`src/rtl/counter_ctrl_pkg.sv`:
```
// Shared definitions for the counter_ctrl timer: FSM state width and encodings.
// 2'b11 is deliberately left unencoded; the controller treats it as IDLE.
package counter_ctrl_pkg;

    localparam int STATE_W = 2;

    typedef enum logic [STATE_W-1:0] {
        ST_IDLE   = 2'b00,
        ST_RUN    = 2'b01,
        ST_PAUSED = 2'b10
    } state_e;

endpackage

```
`src/rtl/counter_ctrl_tick_gen.sv`:
```
// Prescaler: divides clk into one-cycle ticks every PRESCALE enabled cycles.
// The counter freezes while en is low and returns to zero on clr.
module tick_gen #(
    parameter int PRESCALE = 100000
) (
    input  logic clk,
    input  logic rst_n,
    input  logic en,
    input  logic clr,
    output logic tick
);

    localparam int CW = (PRESCALE > 1) ? $clog2(PRESCALE) : 1;
    localparam logic [CW-1:0] LAST = CW'(PRESCALE - 1);

    logic [CW-1:0] cnt_q;
    logic [CW-1:0] cnt_d;

    assign tick = en && (cnt_q == LAST);

    always_comb begin
        cnt_d = cnt_q;
        if (clr) begin
            cnt_d = '0;
        end else if (en) begin
            cnt_d = tick ? '0 : cnt_q + 1'b1;
        end
    end

    always_ff @(posedge clk or negedge rst_n) begin
        if (!rst_n) begin
            cnt_q <= '0;
        end else begin
            cnt_q <= cnt_d;
        end
    end

endmodule

```
`src/rtl/counter_ctrl.sv`:
```
// Programmable timer controller: IDLE/RUN/PAUSED FSM sequencing an up-counter
// driven by a prescaled tick, with one-shot or auto-reload terminal handling.
module counter_ctrl
    import counter_ctrl_pkg::*;
#(
    parameter int WIDTH    = 4,
    parameter int PRESCALE = 100000
) (
    input  logic               clk,
    input  logic               rst_n,
    input  logic               start,
    input  logic               stop,
    input  logic               clear,
    input  logic               mode_auto,
    input  logic [WIDTH-1:0]   load_val,
    input  logic [WIDTH-1:0]   term_val,
    output logic [WIDTH-1:0]   count,
    output logic               tick,
    output logic               busy,
    output logic               done,
    output logic [STATE_W-1:0] state
);

    state_e           state_q, state_d;
    logic [WIDTH-1:0] count_q, count_d;
    logic [WIDTH-1:0] load_q, load_d;
    logic [WIDTH-1:0] term_q, term_d;
    logic             mode_q, mode_d;
    logic             done_q, done_d;
    logic             tick_en;
    logic             tick_clr;

    // Ticks only advance in RUN and are suppressed by a same-cycle stop/clear;
    // outside RUN/PAUSED the prescaler is held at zero so every start is fresh.
    assign tick_en  = (state_q == ST_RUN) && !stop && !clear;
    assign tick_clr = clear || ((state_q != ST_RUN) && (state_q != ST_PAUSED));

    tick_gen #(
        .PRESCALE(PRESCALE)
    ) u_tick_gen (
        .clk  (clk),
        .rst_n(rst_n),
        .en   (tick_en),
        .clr  (tick_clr),
        .tick (tick)
    );

    always_comb begin
        state_d = state_q;
        count_d = count_q;
        load_d  = load_q;
        term_d  = term_q;
        mode_d  = mode_q;
        done_d  = 1'b0;
        if (clear) begin
            state_d = ST_IDLE;
            count_d = '0;
        end else begin
            case (state_q)
                ST_IDLE: begin
                    if (start) begin
                        load_d  = load_val;
                        term_d  = term_val;
                        mode_d  = mode_auto;
                        count_d = load_val;
                        state_d = ST_RUN;
                    end
                end
                ST_RUN: begin
                    if (stop) begin
                        state_d = ST_PAUSED;
                    end else if (tick) begin
                        if (count_q == term_q) begin
                            done_d = 1'b1;
                            if (mode_q) begin
                                count_d = load_q;
                            end else begin
                                state_d = ST_IDLE;
                            end
                        end else begin
                            count_d = count_q + 1'b1;
                        end
                    end
                end
                ST_PAUSED: begin
                    if (start && !stop) begin
                        state_d = ST_RUN;
                    end
                end
                default: begin
                    state_d = ST_IDLE;
                end
            endcase
        end
    end

    always_ff @(posedge clk or negedge rst_n) begin
        if (!rst_n) begin
            state_q <= ST_IDLE;
            count_q <= '0;
            load_q  <= '0;
            term_q  <= '0;
            mode_q  <= 1'b0;
            done_q  <= 1'b0;
        end else begin
            state_q <= state_d;
            count_q <= count_d;
            load_q  <= load_d;
            term_q  <= term_d;
            mode_q  <= mode_d;
            done_q  <= done_d;
        end
    end

    assign count = count_q;
    assign done  = done_q;
    assign busy  = (state_q != ST_IDLE);
    assign state = state_q;

endmodule

```
`config.mk`:
```
export PLATFORM = sky130hd
export DESIGN_NAME = counter_ctrl
export DESIGN_NICKNAME = d
export VERILOG_FILES = /design/src/rtl/counter_ctrl_pkg.sv /design/src/rtl/counter_ctrl_tick_gen.sv /design/src/rtl/counter_ctrl.sv
export SDC_FILE = /design/constraint.sdc
export NUM_CORES = 1
export LEC_CHECK = 0
export CORE_MARGIN = 4
export CORE_UTILIZATION = 60
export CTS_BUF_LIST = sky130_fd_sc_hd__clkbuf_4
export DETAILED_ROUTE_END_ITERATION = 12
export PLACE_DENSITY = 0.95
export RECOVER_POWER = 50
export SLEW_MARGIN = 25
export SYNTH_ARGS = -nofsm -noshare
export SYNTH_HDL_FRONTEND = slang
export SYNTH_SLANG_ARGS = --single-unit
```
`constraint.sdc`:
```
create_clock -name clk -period 3.2 [get_ports clk]
set_clock_uncertainty 0.15 [all_clocks]
set_input_delay 0.64 -clock clk [delete_from_list [all_inputs] [get_ports clk]]
set_output_delay 0.64 -clock clk [all_outputs]
set_load 0.005 [all_outputs]
```
# After elaboration in Yosys (flattened, before gate mapping)

Index checks and enable logic that the tools add are counted.

Word-level logic and storage cells: 62
Bits in registers: 33
Output and inout port bits: 9
Input bits: 14

Bitwise logic cells: 1
Add/subtract/negate cells: 2
Eq/ne operators: 14
Reduce and logical (&&, ||, !) cells: 15
Muxes and demuxes: 23

Operator list:

| cell                                                   | count |
|---|---|
| two-way mux 17 bit                                     | 3 |
| two-way mux 4 bit                                      | 6 |
| adder 17 x 1 -> 17 bit (second input constant)         | 1 |
| == test 17 bit (second input constant)                 | 1 |
| two-way mux 2 bit                                      | 7 |
| AND reduction 5 bit                                    | 2 |
| inequality test 3 bit (second input constant)          | 3 |
| inequality test 4 x 3 -> 1 bit (second input constant) | 2 |
| inequality test 4 bit (second input constant)          | 2 |
| one-hot mux 4 bit (2 select lines)                     | 1 |
| one-hot mux 2 bit (3 select lines)                     | 1 |
| logical AND 1 bit                                      | 5 |
| two-way mux 1 bit                                      | 5 |
| adder 4 x 1 -> 4 bit (second input constant)           | 1 |
| == test 4 bit                                          | 1 |
| nonzero test 2 bit                                     | 2 |
| inequality test 3 x 2 -> 1 bit (second input constant) | 1 |
| AND reduction 3 bit                                    | 1 |
| nonzero test 3 bit                                     | 1 |
| == test 2 x 1 -> 1 bit (second input constant)         | 1 |
| == test 2 bit (second input constant)                  | 1 |
| logical NOT 1 bit                                      | 2 |
| logical NOT 2 bit                                      | 1 |
| inequality test 2 x 1 -> 1 bit (second input constant) | 1 |
| 3 further kinds                                        | 3 |

# Depth between registers and ports, before layout

Gate-level depths: netlist (run 1).

Depth after elaboration: 8
Gate-level depth with buffers: 8
Depth with buffers taken out: 7

# By module

From an unflattened synthesis (run 1), not the netlist that was laid out.

Cells, all modules: 181
Area total of the unflattened synthesis: 1835.5 um^2

By module, submodules not included:

| module       | instances | cells an instance | area an instance (um^2) | sequential area each (um^2) |
|---|---|---|---|---|
| counter_ctrl | 1         | 85                | 935.9                   | 400.4 |
| tick_gen     | 1         | 96                | 899.6                   | 425.4 |

# Least setup slack after synthesis (run 1)

OpenSTA, ideal clock, no wires.

Kind: register to output
Start point: register u_tick_gen.cnt_q[0]
End point: output port tick
Arrival time: 1.272 ns
Cell stages (with the launch flop): 6
Buffers on the path: 0
Path slack: 1.138 ns
Cell sequence: dfrtp_1 > ha_1 > nand3_1 > nor4_4 > nand4_2 > inv_1

Longest elaborated chain between the ends: 2

RTL lines:

| element                  | line                        | text |
|---|---|---|
| start: declaration       | counter_ctrl_tick_gen.sv:16 | `logic [CW-1:0] cnt_q;` |
| start signal: assignment | counter_ctrl_tick_gen.sv:34 | `cnt_q <= cnt_d;` |
| == test 17 bit           | counter_ctrl_tick_gen.sv:19 | `assign tick = en && (cnt_q == LAST);` |
| logical AND 1 bit        | counter_ctrl_tick_gen.sv:19 |  |
| end: declaration         | counter_ctrl.sv:18          | `output logic tick,` |

No other way between the ends.

# Worst setup path after layout (run 1)

Start point: register u_tick_gen.cnt_q[1]
End point: output port tick

The elaborated chain is that of the path after synthesis.

==> results by group, run 1 <==
Synth
  • YS warnings: 0
  • Mapped Cells: around 180
  • Post-synth EDFFs: 0
  • Primary FF master, synth: dfrtp_1
  • Synth Cell Area: between 1500 and 2000 um^2
  • Syn nets: 200
  • Yosys top cell area share: ~44%
  • Avg Cell Area, Syn: approximately 10 um^2
  • Asr flop ratio synth: 100%
  • Register bit total from synthesis: 33
  • Synth top area cells: dfrtp_1 44%, mux2_2 8.4%, xnor2_1 6.1%
  • Post-synth top cells: 33 x dfrtp_1, 26 x nor2_1, 14 x mux2_2, 14 x nand2_1, 13 x xnor2_1
  • Most common cell in the netlist: dfrtp_1
  • Synth area leader: dfrtp_1
  • Distinct cells, synth: 35
  • Sequential fraction of the synthesis area: 44.2%

Floorplanning
  • Die area: between 4000 and 5000 um^2
  • I/O Pins: 23
  • Starting Density: between 60% and 70%
  • Core Region: between 2000 and 3000 um^2
  • Die width: ~64 um
  • Std cell rows: 19
  • Chip height: approximately 64 um

Placement
  • Buffers on Ports: 22
  • Placed cell area: approximately 2100 um^2
  • HPWL after DPL: about 3.1 mm
  • Routability cong.: 0.918
  • Pre-CTS setup slack: about 0.28 ns

Global routing
  • Remaining global-route overflow: 0
  • First-pass GRT wire length: between 6 and 7 mm
  • Met1 Use GR: 24.0%
  • Vias in the first global route: 1539
  • Pin count of the biggest net entering global routing: 34
  • Routing usage on met3: under 10%
  • Total GRT Usage: a little over a fifth
  • Met2 Track Usage GR: roughly 40%
  • Initial antenna violation count: 0
  • GR peak layer: met2

Worst setup path
  • Critical Path AT: 2.22 ns
  • Required time of the critical path: 2.41 ns
  • R2R depth: 6
  • Crit. End Element: output pin
  • CP Max Fanout: 4
  • Critical path class: reg -> out
  • Worst setup SP type: flip-flop

Pwr
  • Cell Pwr Density: between 500 and 600 nW/um^2
  • Psw: about 440 uW
  • Pwr Total: 1.29 mW
  • Peak supply drop: about 0.00045 V
  • Seq pwr share: ~44%
  • Internal power: approximately 850 uW
  • Leak: ~0.9 nW
  • Switching share of total power: 34.0%
  • Clock group share of total power: a little under 20%
  • Logic pwr share: roughly 36%

Clocking
  • H-tree Lvls: 2
  • Clock Path Buffers: 2
  • Clock latency on the worst-skew pair: between 0.3 and 0.4 ns
  • Total CTS buffers: 5
  • Clock sink total: 33
  • CTS tree: done
  • Reg clk slew, reported paths: around 0.090 ns
  • Root buffer cell: clkbuf_4

Finish
  • # nets final: between 200 and 250
  • Cell area after layout: between 2000 and 2500 um^2
  • Multi-input logic area: slightly below 1000 um^2
  • Final-layout fill cell count: roughly 190
  • Storage element area: between 800 and 900 um^2
  • Area growth from synthesis to layout: 16.8%
  • # diodes: 0
  • Share of cells above drive strength 1: 15.2%

Hold path
  • Min-delay worst type: reg -> reg
  • Hold depth: 1

Drt
  • Wirelength per Cell: 17.2 um
  • Drt initial violations: 95
  • # DRC: 0
  • Antenna-violating nets left: 0
  • DR vias: around 1500
  • Post-DR vias/cell: ~6.1
  • Final wirelength: roughly 4.2 mm
  • First drt pass iteration count: 4

Timing
  • Top achievable clock speed: between 300 and 400 MHz
  • TNS Setup: 0 ns
  • Final WS setup: between 0.15 and 0.2 ns
  • Final number of setup-violating endpoints: 0
  • Unrepaired setup endpoints after global routing: false
  • Period utilisation layout: 94.1%
  • Worst-Margin Slew: about 1.7 ns
  • Final count of hold timing violations: 0
  • Min cycle time layout: between 3 and 4 ns
  • Hold slack: around 0.38 ns
  • Relative slew slack: -15.7%
  • Final Max Tran Viols: 34

Run status
  • Failing checks: max-capacitance violations, max-slew violations
  • Run status: complete, but fails checks

Job
  • Maximum capacitance violations: 1
## flip-flops by register name, summed over array words and instances (netlist names)
name and count:
done 1, count 4, term_q 4, state 2
mode_q 1, load_q 4, u_tick_gen.cnt_q 17
## path summary, 6_finish.rpt
| check | from | endpoint | slack [ns] |
|---|---|---|---|
| max in group asynchronous | rst_n | load_q[2] | 0.76 |
| worst max register to register | u_tick_gen.cnt_q[1] | count[1] | 0.92 |
| worst min register to register | load_q[1] | load_q[1] | 0.38 |
| min in group asynchronous | rst_n | count[3] | 1.13 |
| worst max-delay path | u_tick_gen.cnt_q[1] | tick | 0.19 |
| worst min-delay path | load_q[1] | load_q[1] | 0.38 |
## power by group through the flow
stage	sequential (mW)	clock (mW)	combinational (mW)
after global placement	0.569	0	0.430
after floorplan	0.560	0	0.311
after detailed placement	0.578	0	0.459
final	0.572	0.251	0.465
after CTS	0.571	0.254	0.464
after global routing	0.583	0.279	0.508
## placed cells by master, fill, tap and decap left out, types with 6 or more instances in the layout
master and count:
mux2_2 14, inv_1 8, nand2_1 14, xnor2_1 13, clkbuf_4 8, nand3_1 8, clkdlybuf4s50_1 20, nor2_1 26
o21ai_0 6, dfrtp_1 33
## layer usage
metal	share of wire (%)	routed length, um	vias up
met5	0	0	-
met4	0.87	36	0
met3	4.7	194	5
met2	54	2240	46
met1	41	1690	739
li1	-	-	697
## logic make-up (layout without fill, tap and decap cells)
kind of cell,after synthesis,in the layout,synth area share (%)
flip-flops,33,33,44.2
buffers and inverters,11,41,3.08
adder cells (fa/ha/maj),5,5,3.35
XOR/XNOR,18,18,8.44
AND/OR/NAND/NOR,72,72,21.9
AO/OA/AOI/OAI,23,23,7.84
multiplexers,19,19,11.1
## metrics by stage
stage | instances | util (%)
2_1_floorplan | 181 | -
3_3_place_gp | 233 | 74.1
3_5_place_dp | 233 | 74.1
4_1_cts | 241 | 76.2
5_1_grt | 242 | 76.4
6_report | 242 | 76.4
## area by class of cell
type	instances	area share (%)
multi-input combinational	137	45.2
inverter	8	1.38
sequential	33	37.9
timing repair buffer	25	11.0
tap	31	1.78
clock buffer	8	2.76
## repair_timing
| item | CTS | global route |
|---|---|---|
| hold buffers | 0 | 0 |
| setup endpoints to repair | 0 | 1 |
| gates resized for setup | 0 | 1 |
| setup buffers | 0 | 1 |
## worst max-delay path: stages (launching register included)
cell and delay, ns:
dfrtp_1 0.42, ha_1 0.21, nand3_1 0.21, nor4_4 0.27, nand4_2 0.20, inv_1 0.08
clkdlybuf4s50_1 0.49
Note: power is estimated with default switching activity, not from simulation.
==> run 2: changes to the inputs <==
--- a/config.mk
+++ b/config.mk
@@ -7,2 +7,3 @@
 export LEC_CHECK = 0
+export CORE_ASPECT_RATIO = 1.4
 export CORE_MARGIN = 4
==> constraint.sdc (replaced) <==
create_clock -name clk -period 3.2 [get_ports clk]
set_clock_uncertainty 0.15 [all_clocks]
set_input_delay 0.96 -clock clk [delete_from_list [all_inputs] [get_ports clk]]
set_output_delay 0.96 -clock clk [all_outputs]
set_load 0.005 [all_outputs]
==> run 2 against run 1 <==
  * The run still ends with max-capacitance violations, max-slew violations left
  * Hold slack got worse by 0.0036 ns
  * Combinational power increased by 2%
  * Cell area increased by 1.2%
  * First-iteration DRC count decreased by 34%
  * Worst setup slack got worse by 0.047 ns
  * Total power about the same
  * Fmax decreased by 1.5%
  * Global-route usage increased by 3.1 points
  * Critical path depth unchanged
  * Core utilization decreased by 1.3 points
  * Die area increased by 0.31%
  * Non-clock buffer count increased by 4
==> results by group, run 2 (synthesis gave the netlist of run 1 again) <==
Run status
  • Run status: complete, but fails checks
  • Failing checks: max-capacitance violations, max-slew violations

Floorplanning
  • Starting Density: 63.6% (-1.8 points)
  • Die area: 4080 um^2 (+0.31%)
  • Std cell rows: 23 (+4)
  • Die width: 55.1 um (-14%)
  • Chip height: 74 um (+16%)
  • Core Region: 2940 um^2 (+2.9%)
  • I/O Pins: 23 (unchanged)

Hold path
  • Min-delay worst type: reg -> reg

Worst setup path
  • Critical Path AT: 1.95 ns (-0.27 ns)
  • Most used cell, CP: inv_1
  • Worst setup SP type: flip-flop
  • Crit-path max cell delay: 0.44 ns (-0.05 ns)
  • Worst reg2reg setup slack: 0.51 ns (-0.41 ns)
  • CP Max Fanout: 10 (+6)
  • Critical path class: reg -> out
  • Worst path cell trace: inv_1 > ha_1 > and2b_1 > nand4_2 > inv_1 > dlygate4sd2_1
  • Crit. End Element: output pin
  • Max stage delay cell, worst path: dfrtp_1
  • Required time of the critical path: 2.09 ns (-0.32 ns)

Placement
  • DP Cell Count: 244 (+4.7%)
  • Pre-CTS setup slack: -0.207 ns (-0.490 ns)
  • Routability cong.: 0.879 (-4.2%)
  • Buffers on Ports: 22 (unchanged)
  • Placed cell area: 2160 um^2 (+2.1%)
  • HPWL after DPL: 3.25 mm (+6.0%)

Finish
  • Most frequent cells in the layout: 33 x dfrtp_1, 26 x nor2_1, 18 x clkdlybuf4s50_1
  • Largest Register: u_tick_gen.cnt_q
  • Area growth from synthesis to layout: 18.2%
  • Fin cells: 252 (+4.1%)
  • Max reg flops: 17 (unchanged)
  • Share of cells above drive strength 1: 15.3% (+0.18 points)
  • Final core area utilization: 75.1% (-1.3 points)
  • # nets final: 233 (+1.7%)
  • Cell area after layout: 2210 um^2 (+1.2%)
  • Most common cell after layout, fill and taps aside: dfrtp_1
  • # diodes: 0 (unchanged)

Global routing
  • First-pass GRT wire length: 7.29 mm (+4.3%)
  • Total GRT Usage: 25.0% (+3.1 points)
  • Initial antenna violation count: 0 (unchanged)
  • Pin count of the biggest net entering global routing: 34 (unchanged)
  • Remaining global-route overflow: 0 (unchanged)
  • Vias in the first global route: 1649 (+7.1%)

Drt
  • # DRC: 0 (unchanged)
  • DR vias: 1564 (+5.2%)
  • Wirelength per Cell: 17.5 um (+1.7%)
  • Antenna-violating nets left: 0 (unchanged)
  • First drt pass iteration count: 4 (unchanged)
  • Final wirelength: 4.40 mm (+5.9%)
  • Drt initial violations: 63 (-34%)
  • Post-DR vias/cell: 6.21 (+1.0%)

Timing
  • Min cycle time layout: 3.06 ns (+0.0473 ns)
  • TNS Setup: 0 ns (unchanged)
  • Final count of hold timing violations: 0 (unchanged)
  • Relative slew slack: -17.3% (-1.6 points)
  • Final number of setup-violating endpoints: 0 (unchanged)
  • Top achievable clock speed: 327 MHz (-1.5%)
  • Hold slack: 0.377 ns (-0.00359 ns)
  • Final WS setup: 0.142 ns (-0.0473 ns)
  • Worst-Margin Slew: 1.76 ns (+0.0235 ns)
  • Final Max Tran Viols: 34 (unchanged)
  • Unrepaired setup endpoints after global routing: false
  • Period utilisation layout: 95.6% (+1.5 points)

Clocking
  • Reg clk slew, reported paths: 0.11 ns (+0.02 ns)
  • Clock Path Buffers: 2 (unchanged)
  • Clock sink total: 33 (unchanged)
  • H-tree Lvls: 2 (unchanged)
  • Total CTS buffers: 5 (unchanged)
  • Root buffer cell: clkbuf_4
  • Clock latency on the worst-skew pair: 0.34 ns (about the same)
  • CTS tree: done
  • CTS Hold Buffers Added: 0 (unchanged)

Pwr
  • Pwr Total: 1.29 mW (about the same)
  • Peak supply drop: 0.000511 V (+14%)
  • Leak: 0.954 nW (+3.5%)
  • Cell Pwr Density: 584 nW/um^2 (-1.2%)

Job
  • Maximum capacitance violations: 1 (unchanged)
==> run 2: worst max-delay path: cells and delay by family, from the launching register on <==
| kind | cells | cell delay, ns |
|---|---|---|
| flip-flops | 1 | 0.44 |
| AND/OR/NAND/NOR | 2 | 0.38 |
| buffers and inverters | 3 | 0.42 |
| adder cells (fa/ha/maj) | 1 | 0.37 |
==> run 2: final timing paths <==
kind / from / cells past startpoint / end
worst max-delay path: state[1] / 6 / tick
worst min-delay path: load_q[1] / 1 / load_q[1]
min in group asynchronous: rst_n / 2 / count[0]
max in group asynchronous: rst_n / 2 / u_tick_gen.cnt_q[15]
worst max register to register: state[1] / 7 / count[3]
worst min register to register: load_q[1] / 1 / load_q[1]
==> run 2: layout make-up <==
cell class | count | area (um^2)
clock inverters | 2 | 10.0
repair buffers | 29 | 270
multi-input cells | 137 | 978
flip-flops and latches | 33 | 826
inverters | 8 | 30.0
clock buffers | 6 | 45.0
well taps | 37 | 46.3
fillers | 200 | 729
==> run 2: power breakdown <==
part | internal, mW | switching (mW) | leakage [nW]
Clock | 0.0921 | 0.144 | 0.0354
Combinational | 0.242 | 0.233 | 0.483
Sequential | 0.496 | 0.0809 | 0.435
==> run 2: timing repair <==
action / CTS / global route
endpoints found under the setup margin: 1 / 1
pin swaps: 0 / 0
setup buffers: 0 / 0
gates resized for setup: 1 / 1
==> run 2: metal layers <==
| layer | share of wire [%] | vias up | global-route usage (%) | wire length [um] |
|---|---|---|---|---|
| met2 | 54 | 79 | 43.4 | 2380 |
| li1 | - | 701 | - | - |
| met3 | 5.3 | 23 | 6.01 | 232 |
| met1 | 36 | 761 | 26.8 | 1590 |
| met4 | 4.4 | 0 | 13.8 | 195 |
| met5 | 0 | - | 0 | 0 |
==> run 3: changes to the inputs <==
Settings changed: HOLD_SLACK_MARGIN from default to 0.12.
==> results of run 3 <==
Same layout as run 2: the final DEF is identical, and so are final timing and power.
